**config.mk**
```make
export PLATFORM = sky130hd
export DESIGN_NAME = hdmi_video_timing_flat
export DESIGN_NICKNAME = d
export VERILOG_FILES = /design/src/rtl/hdmi_video_timing_if.sv /design/src/rtl/hdmi_video_timing.sv /design/src/flat_wrapper.sv
export SDC_FILE = /design/constraint.sdc
export NUM_CORES = 1
export LEC_CHECK = 0
export BUFFER_PORTS_ARGS = -buffer_cell sky130_fd_sc_hd__buf_2
export CORE_AREA = 2 2 82 84
export CTS_CLUSTER_SIZE = 8
export DETAILED_ROUTE_END_ITERATION = 6
export DIE_AREA = 0 0 84 86
export HOLD_SLACK_MARGIN = 0.03
export PLACE_DENSITY = 0.84
export SLEW_MARGIN = 20
export SYNTH_ARGS = -nofsm -noshare
export SYNTH_HDL_FRONTEND = slang
export SYNTH_SLANG_ARGS = --single-unit
```
**constraint.sdc**
```tcl
create_clock -name clk -period 3.46 [get_ports clk]
set_clock_uncertainty 0.15 [all_clocks]
set_input_delay 0.173 -clock clk [delete_from_list [all_inputs] [get_ports clk]]
set_output_delay 0.173 -clock clk [all_outputs]
set_load 0.1 [all_outputs]
```
**src/rtl/hdmi_video_timing_if.sv**
```systemverilog
// Video timing bundle: SDRAM read-FIFO request/data plus the sync/DE/RGB video bus.
interface hdmi_video_timing_if;
  logic [15:0] rd_data;
  logic        pattern_en;
  logic        rd_en;
  logic        video_hs;
  logic        video_vs;
  logic        video_de;
  logic [23:0] video_rgb;
  logic [10:0] pixel_xpos;
  logic [10:0] pixel_ypos;
  logic [10:0] h_disp;
  logic [10:0] v_disp;
  logic        frame_start;

  modport master (
    input  rd_data, pattern_en,
    output rd_en, video_hs, video_vs, video_de, video_rgb,
           pixel_xpos, pixel_ypos, h_disp, v_disp, frame_start
  );

  modport slave (
    output rd_data, pattern_en,
    input  rd_en, video_hs, video_vs, video_de, video_rgb,
           pixel_xpos, pixel_ypos, h_disp, v_disp, frame_start
  );
endinterface

```
**src/rtl/hdmi_video_timing.sv**
```systemverilog
// HDMI raster timing generator with a centred camera window fed from an SDRAM FIFO.
// Optional colour-bar generator inside the window: define TEST_PATTERN_EN.
module hdmi_video_timing #(
  parameter int H_SYNC  = 40,
  parameter int H_BACK  = 220,
  parameter int H_DISP  = 1280,
  parameter int H_FRONT = 110,
  parameter int V_SYNC  = 5,
  parameter int V_BACK  = 20,
  parameter int V_DISP  = 720,
  parameter int V_FRONT = 5,
  parameter int IMG_W   = 640,
  parameter int IMG_H   = 480
) (
  input  logic                clk,
  input  logic                rst_n,
  hdmi_video_timing_if.master vid
);
  localparam int CW = 11;
  localparam logic [CW-1:0] H_LAST  = CW'(H_SYNC + H_BACK + H_DISP + H_FRONT - 1);
  localparam logic [CW-1:0] V_LAST  = CW'(V_SYNC + V_BACK + V_DISP + V_FRONT - 1);
  localparam logic [CW-1:0] H_SYNC_C = CW'(H_SYNC);
  localparam logic [CW-1:0] V_SYNC_C = CW'(V_SYNC);
  localparam logic [CW-1:0] H_ACT_C  = CW'(H_SYNC + H_BACK);
  localparam logic [CW-1:0] V_ACT_C  = CW'(V_SYNC + V_BACK);
  localparam logic [CW-1:0] H_DISP_C = CW'(H_DISP);
  localparam logic [CW-1:0] V_DISP_C = CW'(V_DISP);
  localparam logic [CW-1:0] X_OFF_C  = CW'((H_DISP - IMG_W) / 2);
  localparam logic [CW-1:0] Y_OFF_C  = CW'((V_DISP - IMG_H) / 2);
  localparam logic [CW-1:0] IMG_W_C  = CW'(IMG_W);
  localparam logic [CW-1:0] IMG_H_C  = CW'(IMG_H);

  logic [CW-1:0] h_cnt, v_cnt;
  logic [CW-1:0] hr, vr, xr, yr;
  logic          hs0, vs0, de0, win0, win_q;

  always_ff @(posedge clk or negedge rst_n) begin
    if (!rst_n) begin
      h_cnt <= '0;
      v_cnt <= '0;
    end else if (h_cnt == H_LAST) begin
      h_cnt <= '0;
      v_cnt <= (v_cnt == V_LAST) ? '0 : v_cnt + 1'b1;
    end else begin
      h_cnt <= h_cnt + 1'b1;
    end
  end

  // Offsets are taken modulo 2^CW so a single unsigned compare covers both range bounds.
  always_comb begin
    hr   = h_cnt - H_ACT_C;
    vr   = v_cnt - V_ACT_C;
    xr   = hr - X_OFF_C;
    yr   = vr - Y_OFF_C;
    hs0  = h_cnt < H_SYNC_C;
    vs0  = v_cnt < V_SYNC_C;
    de0  = (hr < H_DISP_C) && (vr < V_DISP_C);
    win0 = de0 && (xr < IMG_W_C) && (yr < IMG_H_C);
  end

  assign vid.rd_en  = win0;
  assign vid.h_disp = H_DISP_C;
  assign vid.v_disp = V_DISP_C;

  always_ff @(posedge clk or negedge rst_n) begin
    if (!rst_n) begin
      vid.video_hs    <= 1'b0;
      vid.video_vs    <= 1'b0;
      vid.video_de    <= 1'b0;
      vid.pixel_xpos  <= '0;
      vid.pixel_ypos  <= '0;
      vid.frame_start <= 1'b0;
      win_q           <= 1'b0;
    end else begin
      vid.video_hs    <= hs0;
      vid.video_vs    <= vs0;
      vid.video_de    <= de0;
      vid.pixel_xpos  <= de0 ? hr : '0;
      vid.pixel_ypos  <= de0 ? vr : '0;
      vid.frame_start <= (h_cnt == '0) && (v_cnt == '0);
      win_q           <= win0;
    end
  end

`ifdef TEST_PATTERN_EN
  localparam int BAR_W = IMG_W / 8;
  logic [2:0] bar0, bar_q;

  always_comb begin
    bar0 = '0;
    for (int i = 1; i < 8; i++)
      if (xr >= CW'(i * BAR_W)) bar0 = 3'(i);
  end

  always_ff @(posedge clk or negedge rst_n) begin
    if (!rst_n) bar_q <= '0;
    else        bar_q <= bar0;
  end
`endif

  // rd_data arrives one clk after rd_en, i.e. in the same cycle as the registered window.
  always_comb begin
    vid.video_rgb = '0;
    if (win_q)
      vid.video_rgb = {vid.rd_data[15:11], vid.rd_data[15:13],
                       vid.rd_data[10:5],  vid.rd_data[10:9],
                       vid.rd_data[4:0],   vid.rd_data[4:2]};
`ifdef TEST_PATTERN_EN
    // Bar colour bits: R off for bars 2,3,6,7; G off for 4..7; B off for odd bars.
    if (win_q && vid.pattern_en)
      vid.video_rgb = {{8{~bar_q[1]}}, {8{~bar_q[2]}}, {8{~bar_q[0]}}};
`endif
  end
endmodule

```
**src/flat_wrapper.sv**
```systemverilog
// flat-port wrapper written by rule: the top's interface ports become plain ports
module hdmi_video_timing_flat 
#(
  parameter int H_SYNC  = 40,
  parameter int H_BACK  = 220,
  parameter int H_DISP  = 1280,
  parameter int H_FRONT = 110,
  parameter int V_SYNC  = 5,
  parameter int V_BACK  = 20,
  parameter int V_DISP  = 720,
  parameter int V_FRONT = 5,
  parameter int IMG_W   = 640,
  parameter int IMG_H   = 480
)
  (clk, rst_n, vid_rd_data, vid_pattern_en, vid_rd_en, vid_video_hs, vid_video_vs, vid_video_de, vid_video_rgb, vid_pixel_xpos, vid_pixel_ypos, vid_h_disp, vid_v_disp, vid_frame_start);
  hdmi_video_timing_if vid_i ();
  input  logic clk;
  input  logic rst_n;
  input wire logic [$bits(vid_i.rd_data)-1:0] vid_rd_data;
  input wire logic [$bits(vid_i.pattern_en)-1:0] vid_pattern_en;
  output wire logic [$bits(vid_i.rd_en)-1:0] vid_rd_en;
  output wire logic [$bits(vid_i.video_hs)-1:0] vid_video_hs;
  output wire logic [$bits(vid_i.video_vs)-1:0] vid_video_vs;
  output wire logic [$bits(vid_i.video_de)-1:0] vid_video_de;
  output wire logic [$bits(vid_i.video_rgb)-1:0] vid_video_rgb;
  output wire logic [$bits(vid_i.pixel_xpos)-1:0] vid_pixel_xpos;
  output wire logic [$bits(vid_i.pixel_ypos)-1:0] vid_pixel_ypos;
  output wire logic [$bits(vid_i.h_disp)-1:0] vid_h_disp;
  output wire logic [$bits(vid_i.v_disp)-1:0] vid_v_disp;
  output wire logic [$bits(vid_i.frame_start)-1:0] vid_frame_start;
  assign vid_i.rd_data = vid_rd_data;
  assign vid_i.pattern_en = vid_pattern_en;
  assign vid_rd_en = vid_i.rd_en;
  assign vid_video_hs = vid_i.video_hs;
  assign vid_video_vs = vid_i.video_vs;
  assign vid_video_de = vid_i.video_de;
  assign vid_video_rgb = vid_i.video_rgb;
  assign vid_pixel_xpos = vid_i.pixel_xpos;
  assign vid_pixel_ypos = vid_i.pixel_ypos;
  assign vid_h_disp = vid_i.h_disp;
  assign vid_v_disp = vid_i.v_disp;
  assign vid_frame_start = vid_i.frame_start;
  hdmi_video_timing #(.H_SYNC(H_SYNC), .H_BACK(H_BACK), .H_DISP(H_DISP), .H_FRONT(H_FRONT), .V_SYNC(V_SYNC), .V_BACK(V_BACK), .V_DISP(V_DISP), .V_FRONT(V_FRONT), .IMG_W(IMG_W), .IMG_H(IMG_H)) u_core (.clk(clk), .rst_n(rst_n), .vid(vid_i));
endmodule
```
# Word level (Yosys, flattened, before mapping)
# Index checks and enable logic that the tools add are counted.
classes:
  add_sub_neg: 6
  order_cmp: 6
  n_eq_ne: 2
  n_mux: 5
  reduce_logical: 6
op_table:
  columns: ["op", "count"]
  rows:
  - ["$mux 11", 4]
  - ["$mux 24", 1]
  - ["$add 11x1->11 const B", 2]
  - ["$logic_not 11->1", 2]
  - ["$lt 11x10->1 const B", 2]
  - ["$sub 11x9->11 const B", 2]
  - ["$eq 11x10->1 const B", 1]
  - ["$eq 11x11->1 const B", 1]
  - ["$lt 11x11->1 const B", 1]
  - ["$lt 11x3->1 const B", 1]
  - ["$lt 11x6->1 const B", 1]
  - ["$lt 11x9->1 const B", 1]
  - ["$sub 11x5->11 const B", 1]
  - ["$sub 11x7->11 const B", 1]
  - ["$logic_and 1x1->1", 4]
word_totals:
  ff_bits: 49
  in_bits: 19
  output_inout_bits: 73
  word_cells: 34

# Depth between registers and ports, before layout
# Gate-level depths: netlist of the first run.
logic_depth:
  depth_word: 5
  mapped_depth: 13
  mapped_depth_nobuf: 11

# Worst setup path before layout of the first run
# OpenSTA, ideal clock, no wires.
synth_path:
  path_type: "register -> register"
  from: "register u_core.h_cnt[2]"
  to: "register u_core.win_q"
  setup_time_ps: 323
  arrival_ps: 4390
  required_ps: 2987
  setup_slack_ps: -1404
  stages_incl_launch_ff: 14
  path_buffers: 2
  path_cell_list: "dfrtp_1 > clkbuf_1 > inv_1 > ha_1 > clkbuf_1 > nand2_1 > xor2_1 > ha_1 > nor2b_1 > a31o_2 > a221o_1 > a22oi_1 > xor2_1 > a2111oi_2"
synth_via:
  elab_chain_cells: 5
synth_lines:
  columns: ["item", "line_no", "text"]
  rows:
  - ["start: declaration", "hdmi_video_timing.sv:33", "logic [CW-1:0] h_cnt, v_cnt;"]
  - ["start signal: assignment", "hdmi_video_timing.sv:45", "h_cnt <= h_cnt + 1'b1;"]
  - ["$sub 11x9->11 (*)", "hdmi_video_timing.sv:51", "hr = h_cnt - H_ACT_C;"]
  - ["$sub 11x9->11 / $lt 11x11->1 (equally long branches)", "hdmi_video_timing.sv:53, hdmi_video_timing.sv:57", null]
  - ["$lt 11x10->1 / $logic_and 1x1->1 (equally long branches)", "hdmi_video_timing.sv:58, hdmi_video_timing.sv:57", null]
  - ["$logic_and 1x1->1 (*) (2 in series)", "hdmi_video_timing.sv:58", "win0 = de0 && (xr < IMG_W_C) && (yr < IMG_H_C);"]
  - ["named net vid_rd_en", "flat_wrapper.sv:21", "output wire logic [$bits(vid_i.rd_en)-1:0] vid_rd_en;"]
  - ["end signal: assignment", "hdmi_video_timing.sv:81", "win_q <= win0;"]
  - ["end: declaration", "hdmi_video_timing.sv:35", "logic hs0, vs0, de0, win0, win_q;"]
# The timed path passes the listed nets; every way through them passes the cells marked *.
# A chain may end at the register's enable or synchronous reset.

# Final worst setup path of the first run
layout_path:
  from: "register u_core.h_cnt[4]"
  to: "output port vid_rd_en"
layout_via:
  elab_chain_cells: 5
layout_lines:
  columns: ["item", "line_no"]
  rows:
  - ["$sub 11x9->11 (*)", "hdmi_video_timing.sv:51"]
  - ["$sub 11x9->11 / $lt 11x11->1 (equally long branches)", "hdmi_video_timing.sv:53, hdmi_video_timing.sv:57"]
  - ["$lt 11x10->1 / $logic_and 1x1->1 (equally long branches)", "hdmi_video_timing.sv:58, hdmi_video_timing.sv:57"]
  - ["$logic_and 1x1->1 (*) (2 in series)", "hdmi_video_timing.sv:58"]
  - ["end: declaration", "flat_wrapper.sv:21"]
# Mark *: on every way between the ends. The rest lies on a longest branch, timed or not.

==> flow_metrics.tcl, run 1 <==
set metrics [dict create \
    netlist_instances 351 \
    run_status "completed" \
    fin_ws_ps 69.95 \
    synth-simple-area-share_pct 24.13 \
    synth-edff-count 0 \
    synth_top_area_share_pct 38.58 \
    slowest_stage "or4_4" \
    cp-end-kind "output pin" \
    ir_worst_vdd_mv 0.1990 \
    worst-path-buf-inv 1 \
    dp_hpwl_um 4830 \
    worstPathArrival_ps 3070 \
    grt_usage_pct 19.31 \
    tightest_slew_ps 598.1 \
    grt_pass1_wl_um 11240 \
    drv_slew 0 \
    worstSetupStartpointType "flop" \
    first_pass_iters 4 \
    fin_area_mm2 0.003676 \
    rsz0062_at_grt "yes" \
    die_area_mm2 0.007224 \
    route.detailed.drc 0 \
    route.vias.total 2608 \
    placed_area_mm2 0.003438 \
    routed_wl_um 6987 \
    synth_common_cells "dfrtp_1 (49), buf_4 (30), nor2_1 (29)" \
    synth_area_leaders "dfrtp_1 (39%), buf_4 (7.1%), xnor2_1 (4.4%)" \
    gp_congestion 0.8905 \
    n_fill_cell 532 \
    cts_made_buffers 5 \
    synth_xor_area_share_pct 7.953 \
    ys_seq_area_share_pct 38.58 \
    yosys_warnings 0 \
    slowest_delay_ps 550 \
    htree_levels 2 \
    setup-violations-final 0 \
    period_needed_ps 3390 \
    cts.clk_slew.worst_paths_ps 90 \
    fin_crit_sh_pct 97.98 \
    clockRootBuffer "clkbuf_8" \
    yosysTopAreaCell "dfrtp_1" \
    worstRegToRegCells 12 \
    chipWidth_um 84 \
    synth.avg_cell_area_um2 9.054 \
    ant_nets 0 \
    place_ws_ps 312.3 \
    synth_ff_type "dfrtp_1" \
    fp.dieH_um 86 \
    grt_overflow_total 0 \
    netlist_area_mm2 0.003178 \
    antenna_found_initial 0 \
    power_mw 1.093 \
    clock_sinks 49 \
    cp_top_family "compound AO/OA/AOI/OAI gates" \
    synth-compound-area-share_pct 12.56 \
    rrSetupSlack_ps 460 \
    clock_path_buffers 2 \
    drive_gt1_share_pct 31.13 \
    io_buffers 68 \
    ys_ff_latch 49 \
    fp-row-count 29 \
    fmax_mhz 295.0 \
    num_io_pins 92 \
    crit_chain "or4_4, o21ai_2, and2_4, ha_4, nor2b_2, a31o_2, a221o_1, a22oi_2, xor2_2, a2111oi_4, buf_12" \
    required_ps 3140 \
    crit_fanout 3 \
    clk_latency_ps 300 \
    syn_to_final_growth_pct 15.67 \
    finalHoldViolCount 0 \
    powerDensity_mw_per_mm2 297.4 \
    reg2reg_to "u_core.win_q" \
    finish.utilization_pct 58.56 \
    synth_fa_ha_area_share_pct 3.937 \
    timing.rr.start "u_core.h_cnt[4]" \
    first_global_vias 2436 \
    post-synth-top-count-cell "dfrtp_1" \
    synth_mux_area_share_pct 0.3150 \
    cap_viol_max_count 0 \
    criticalPathCategory "flop to output pin" \
    n_antenna_cell 0 \
    start_util_pct 50.63 \
    cts_tree "yes" \
    initialDrtViolationCount 164 \
    core_region_area_mm2 0.006277 \
    yosys.cell_types.count 60 \
    detail_route.wl_per_cell_um 14.41 \
    synth_top_family_by_area "simple AND/OR/NAND/NOR gates" \
    relSlewSlack_pct 60.13 \
    viasPerCell 5.377 \
    grt_max_degree 50 \
    ys_async_sr_fraction_pct 100.0 \
    final_nets 437 \
    p_leak_nw 1.827 \
    hp-class "input pin to asynchronous set/reset pin" \
]
## area by class of cell
class	count	area, um2	area share (%)
multi-input combinational	259	1737	47.24
clock buffer	5	68.82	1.872
tap	77	96.34	2.621
sequential	49	1229	33.42
timing repair buffer	83	473.0	12.87
inverter	10	37.54	1.021
clock inverter	2	35.03	0.9530
## repair_timing
| action | in CTS | in global routing |
|---|---|---|
| setup endpoints to repair | 1 | 1 |
| resized for setup | 6 | 11 |
| gates cloned | 0 | 1 |
| hold buffers | 1 | 0 |
| endpoints found under the hold margin | 49 | 0 |
| pin swaps | 3 | 6 |
| buffers inserted | 4 | 2 |
## flip-flops by register name, indices dropped and copies added, names as in the netlist
name                    flops
u_core.h_cnt               11
u_core.win_q                1
u_core.vid.pixel_xpos      11
u_core.vid.pixel_ypos      11
u_core.vid.video_hs         1
u_core.vid.frame_start      1
u_core.v_cnt               11
u_core.vid.video_vs         1
u_core.vid.video_de         1
## cell usage in the layout, fill, tap and decap left out, types with 5 or more instances in the layout
master	count
o21ai_0	12
ha_1	7
buf_4	15
xor2_1	9
inv_1	9
nand3_1	9
nand2b_1	5
nor2_1	29
and2_1	20
buf_2	66
nor2_2	8
a21oi_1	8
nor3_1	10
o31ai_1	5
xnor2_1	16
dfrtp_1	47
and3_1	5
clkbuf_8	5
conb_1	23
nand2_1	26
## per-layer routing
layer / track usage [%] / vias to the layer above / part of all wire [%]
li1: - / 1251 / -
met1: 22.94 / 1228 / 38
met2: 34.91 / 125 / 54
met3: 3.946 / 4 / 6.7
met4: 6.598 / 0 / 0.70
met5: 0 / - / 0
## power breakdown
| part | leakage [nW] | internal, mW | switching (mW) |
|---|---|---|---|
| Sequential | 0.660 | 0.573 | 0.000118 |
| Clock | 0.0540 | 0.210 | 0.181 |
| Combinational | 1.11 | 0.00803 | 0.121 |
| Total | 1.83 | 0.791 | 0.302 |
## worst max path at each step
stage | cells after the start | slack, ps | startpoint | endpoint
6_report | 11 | 70 | u_core.h_cnt[4] | vid_rd_en
5_1_grt | 13 | -70 | u_core.h_cnt[3] | vid_rd_en
4_1_cts | 11 | -4 | u_core.h_cnt[5] | vid_rd_en
3_5_place_dp | 11 | 310 | u_core.h_cnt[3] | vid_rd_en
3_3_place_gp | 11 | 360 | u_core.h_cnt[3] | vid_rd_en
2_1_floorplan | 11 | -340 | u_core.h_cnt[5] | u_core.win_q
## through the flow
step / cells / TNS (ps) / hold WS (ps)
5_1_grt: 485 / -70.82 / 326.9
4_1_cts: 482 / -3.608 / 391.2
6_report: 485 / 0 / 267.1
3_3_place_gp: 470 / 0 / 263.6
3_5_place_dp: 470 / 0 / 280.6
2_1_floorplan: 372 / -603.6 / -272.6
## kinds of logic after synthesis
logic type / Yosys count
fa+ha+maj: 10
simple gates: 141
flops: 49
xor+xnor: 28
buf+inv: 65
other cells: 2
mux: 1
compound gates: 55
(Power assumes the default switching activity.)
==> run 2: changes to the inputs <==
--- a/config.mk
+++ b/config.mk
@@ -5,6 +5,7 @@
 export SDC_FILE = /design/constraint.sdc
 export NUM_CORES = 1
 export LEC_CHECK = 0
+export ABC_AREA = 1
 export BUFFER_PORTS_ARGS = -buffer_cell sky130_fd_sc_hd__buf_2
 export CORE_AREA = 2 2 82 84
 export CTS_CLUSTER_SIZE = 8
==> run 2 against run 1 <==
Hold slack improved by 7.0 ps. Register-to-register slack improved by 510 ps. Total power is 4.2% lower. Flip-flop and latch count unchanged. Critical path depth increased by 2. Critical endpoint unchanged. Die area unchanged. Setup slack improved by 110 ps. Sequential share of layout area grew 1.6 points. Non-clock buffer count down 14.
==> flow_metrics.tcl, run 2 <==
set metrics [dict create \
    htree_levels 2 \
    n_antenna_cell 0 \
    ys_async_sr_fraction_pct 100.0 \
    timing.rr.start "u_core.h_cnt[2]" \
    crit_fanout 6 \
    route.vias.total 2804 \
    grt_usage_pct 18.62 \
    synth_common_cells "nand2_1 (91), inv_1 (54), dfrtp_1 (49)" \
    crit_path_frequent_cell "nand2_1" \
    first_pass_iters 5 \
    detail_route.wl_per_cell_um 12.74 \
    route.detailed.drc 0 \
    cts_tree "yes" \
    rsz0062_at_grt "no" \
    drv_slew 0 \
    post-synth-top-count-cell "nand2_1" \
    cp-end-kind "output pin" \
    grt_overflow_total 0 \
    cap_viol_max_count 0 \
    p_leak_nw 2.106 \
    gp_congestion 0.8744 \
    finish.utilization_pct 55.85 \
    final_cell_mix "nand2_1 (91), buf_2 (67), inv_1 (54)" \
    powerDensity_mw_per_mm2 298.7 \
    start_util_pct 50.43 \
    cts.clk_slew.worst_paths_ps 90 \
    synth_ff_type "dfrtp_1" \
    ir_worst_vdd_mv 0.1681 \
    slowest_stage "buf_2" \
    ys_ff_latch 49 \
    clk_latency_ps 300 \
    ant_nets 0 \
    yosysTopAreaCell "dfrtp_1" \
    fp-row-count 29 \
    criticalPathCategory "flop to output pin" \
    crit_chain "inv_1, ha_1, nand2_1, xor2_1, inv_1, ha_1, nand3b_1, nand3_1, nand2_1, nor2_1, nand2_1, nor2_1, buf_2" \
    cts_made_buffers 5 \
    holdWs_ps 274.0 \
    run_status "completed" \
    fmax_mhz 304.9 \
    num_io_pins 92 \
    drive_gt1_share_pct 24.31 \
    antenna_found_initial 0 \
    cp-startpoint "u_core.h_cnt[2]" \
    tightest_slew_ps 607.6 \
    clock_sinks 49 \
    hp-class "input pin to asynchronous set/reset pin" \
    grt_pass1_wl_um 11010 \
    netlist_instances 412 \
    cts_setup_buffers 0 \
    chipWidth_um 84 \
    period_needed_ps 3279 \
    required_ps 3140 \
    syn_to_final_growth_pct 10.75 \
    worst-path-buf-inv 3 \
    core_region_area_mm2 0.006277 \
    grt_max_degree 50 \
    worstPathArrival_ps 2960 \
    fin_crit_sh_pct 94.78 \
    yosys.cell_types.count 40 \
    final_nets 501 \
    viasPerCell 5.098 \
    relSlewSlack_pct 59.49 \
    finalHoldViolCount 0 \
    dp_hpwl_um 5401 \
    setup-violations-final 0 \
    io_buffers 68 \
    synth_top_area_share_pct 38.74 \
    ys_seq_area_share_pct 38.74 \
    fp.dieH_um 86 \
    synth_area_leaders "dfrtp_1 (39%), nand2_1 (11%), buf_4 (7.1%)" \
    initialDrtViolationCount 267 \
    synth-edff-count 0 \
    synth.avg_cell_area_um2 7.683 \
    first_global_vias 2482 \
    clock_path_buffers 2 \
    slowest_delay_ps 470 \
    die_area_mm2 0.007224 \
    worstSetupStartpointType "flop" \
    netlist_area_mm2 0.003166 \
    yosys_warnings 0 \
    fin_tns_setup_ps 0 \
    layout_commonest_cell "nand2_1" \
    clockRootBuffer "clkbuf_8" \
    cp_top_family "simple AND/OR/NAND/NOR gates" \
    routed_wl_um 7007 \
    placed_area_mm2 0.003407 \
    fin_area_mm2 0.003506 \
]
==> run 2: kinds of logic (layout without fill, tap and decap cells) <==
| group | Yosys count | after routing | share of synthesized area, % |
|---|---|---|---|
| other | 2 | 23 | 0.2372 |
| buffers and inverters | 99 | 139 | 16.24 |
| AO/OA/AOI/OAI | 33 | 33 | 6.285 |
| AND/OR/NAND/NOR | 212 | 212 | 32.61 |
| flip-flops | 49 | 49 | 38.74 |
| adder cells (fa/ha/maj) | 10 | 10 | 3.953 |
| XOR/XNOR | 7 | 7 | 1.937 |
==> run 2: path summary, 6_finish.rpt <==
check	endpoint	cells past startpoint	slack [ps]
worst max-delay path	vid_rd_en	13	180
worst min-delay path	u_core.vid.pixel_ypos[10]	2	270
worst max register to register	u_core.vid.pixel_ypos[2]	10	970
worst min register to register	u_core.vid.video_hs	1	430
max in group asynchronous	u_core.vid.pixel_ypos[5]	2	2480
min in group clk	u_core.vid.video_hs	1	430
==> run 2: stage by stage <==
step / instances / worst slack (ps) / power, mW
2_1_floorplan: 433 / 75.35 / 0.7116
3_3_place_gp: 541 / 683.8 / 0.7130
3_5_place_dp: 541 / 593.7 / 0.7134
4_1_cts: 550 / 232.5 / 1.056
5_1_grt: 550 / 25.04 / 1.082
6_report: 550 / 180.6 / 1.047
==> run 2: metal layers <==
metal	part of all wire [%]	track usage, %	wire (um)	up-vias
met2	50	34.69	3535	137
li1	-	-	-	1366
met1	41	21.75	2842	1290
met4	1.4	6.598	101	0
met3	7.5	2.887	528	11
met5	0	0	0	-
==> run 2: timing repair <==
action,CTS,global route
resized for setup,0,0
hold endpoints to repair,49,0
hold buffers,1,0
==> run 2: area by class of cell <==
| cell class | instances | area, um2 |
|---|---|---|
| multi-input combinational | 285 | 1504 |
| clock buffer | 6 | 72.57 |
| fill | 584 | 2771 |
| inverter | 62 | 240.2 |
| clock inverter | 2 | 13.76 |
| sequential | 49 | 1226 |
| tap | 77 | 96.34 |
| timing repair buffer | 69 | 352.8 |
==> run 2: power breakdown <==
| group | switching [mW] | internal [mW] |
|---|---|---|
| clock | 0.200 | 0.145 |
| combinational | 0.122 | 0.00808 |
| sequential | 0.000101 | 0.573 |
| total | 0.322 | 0.725 |
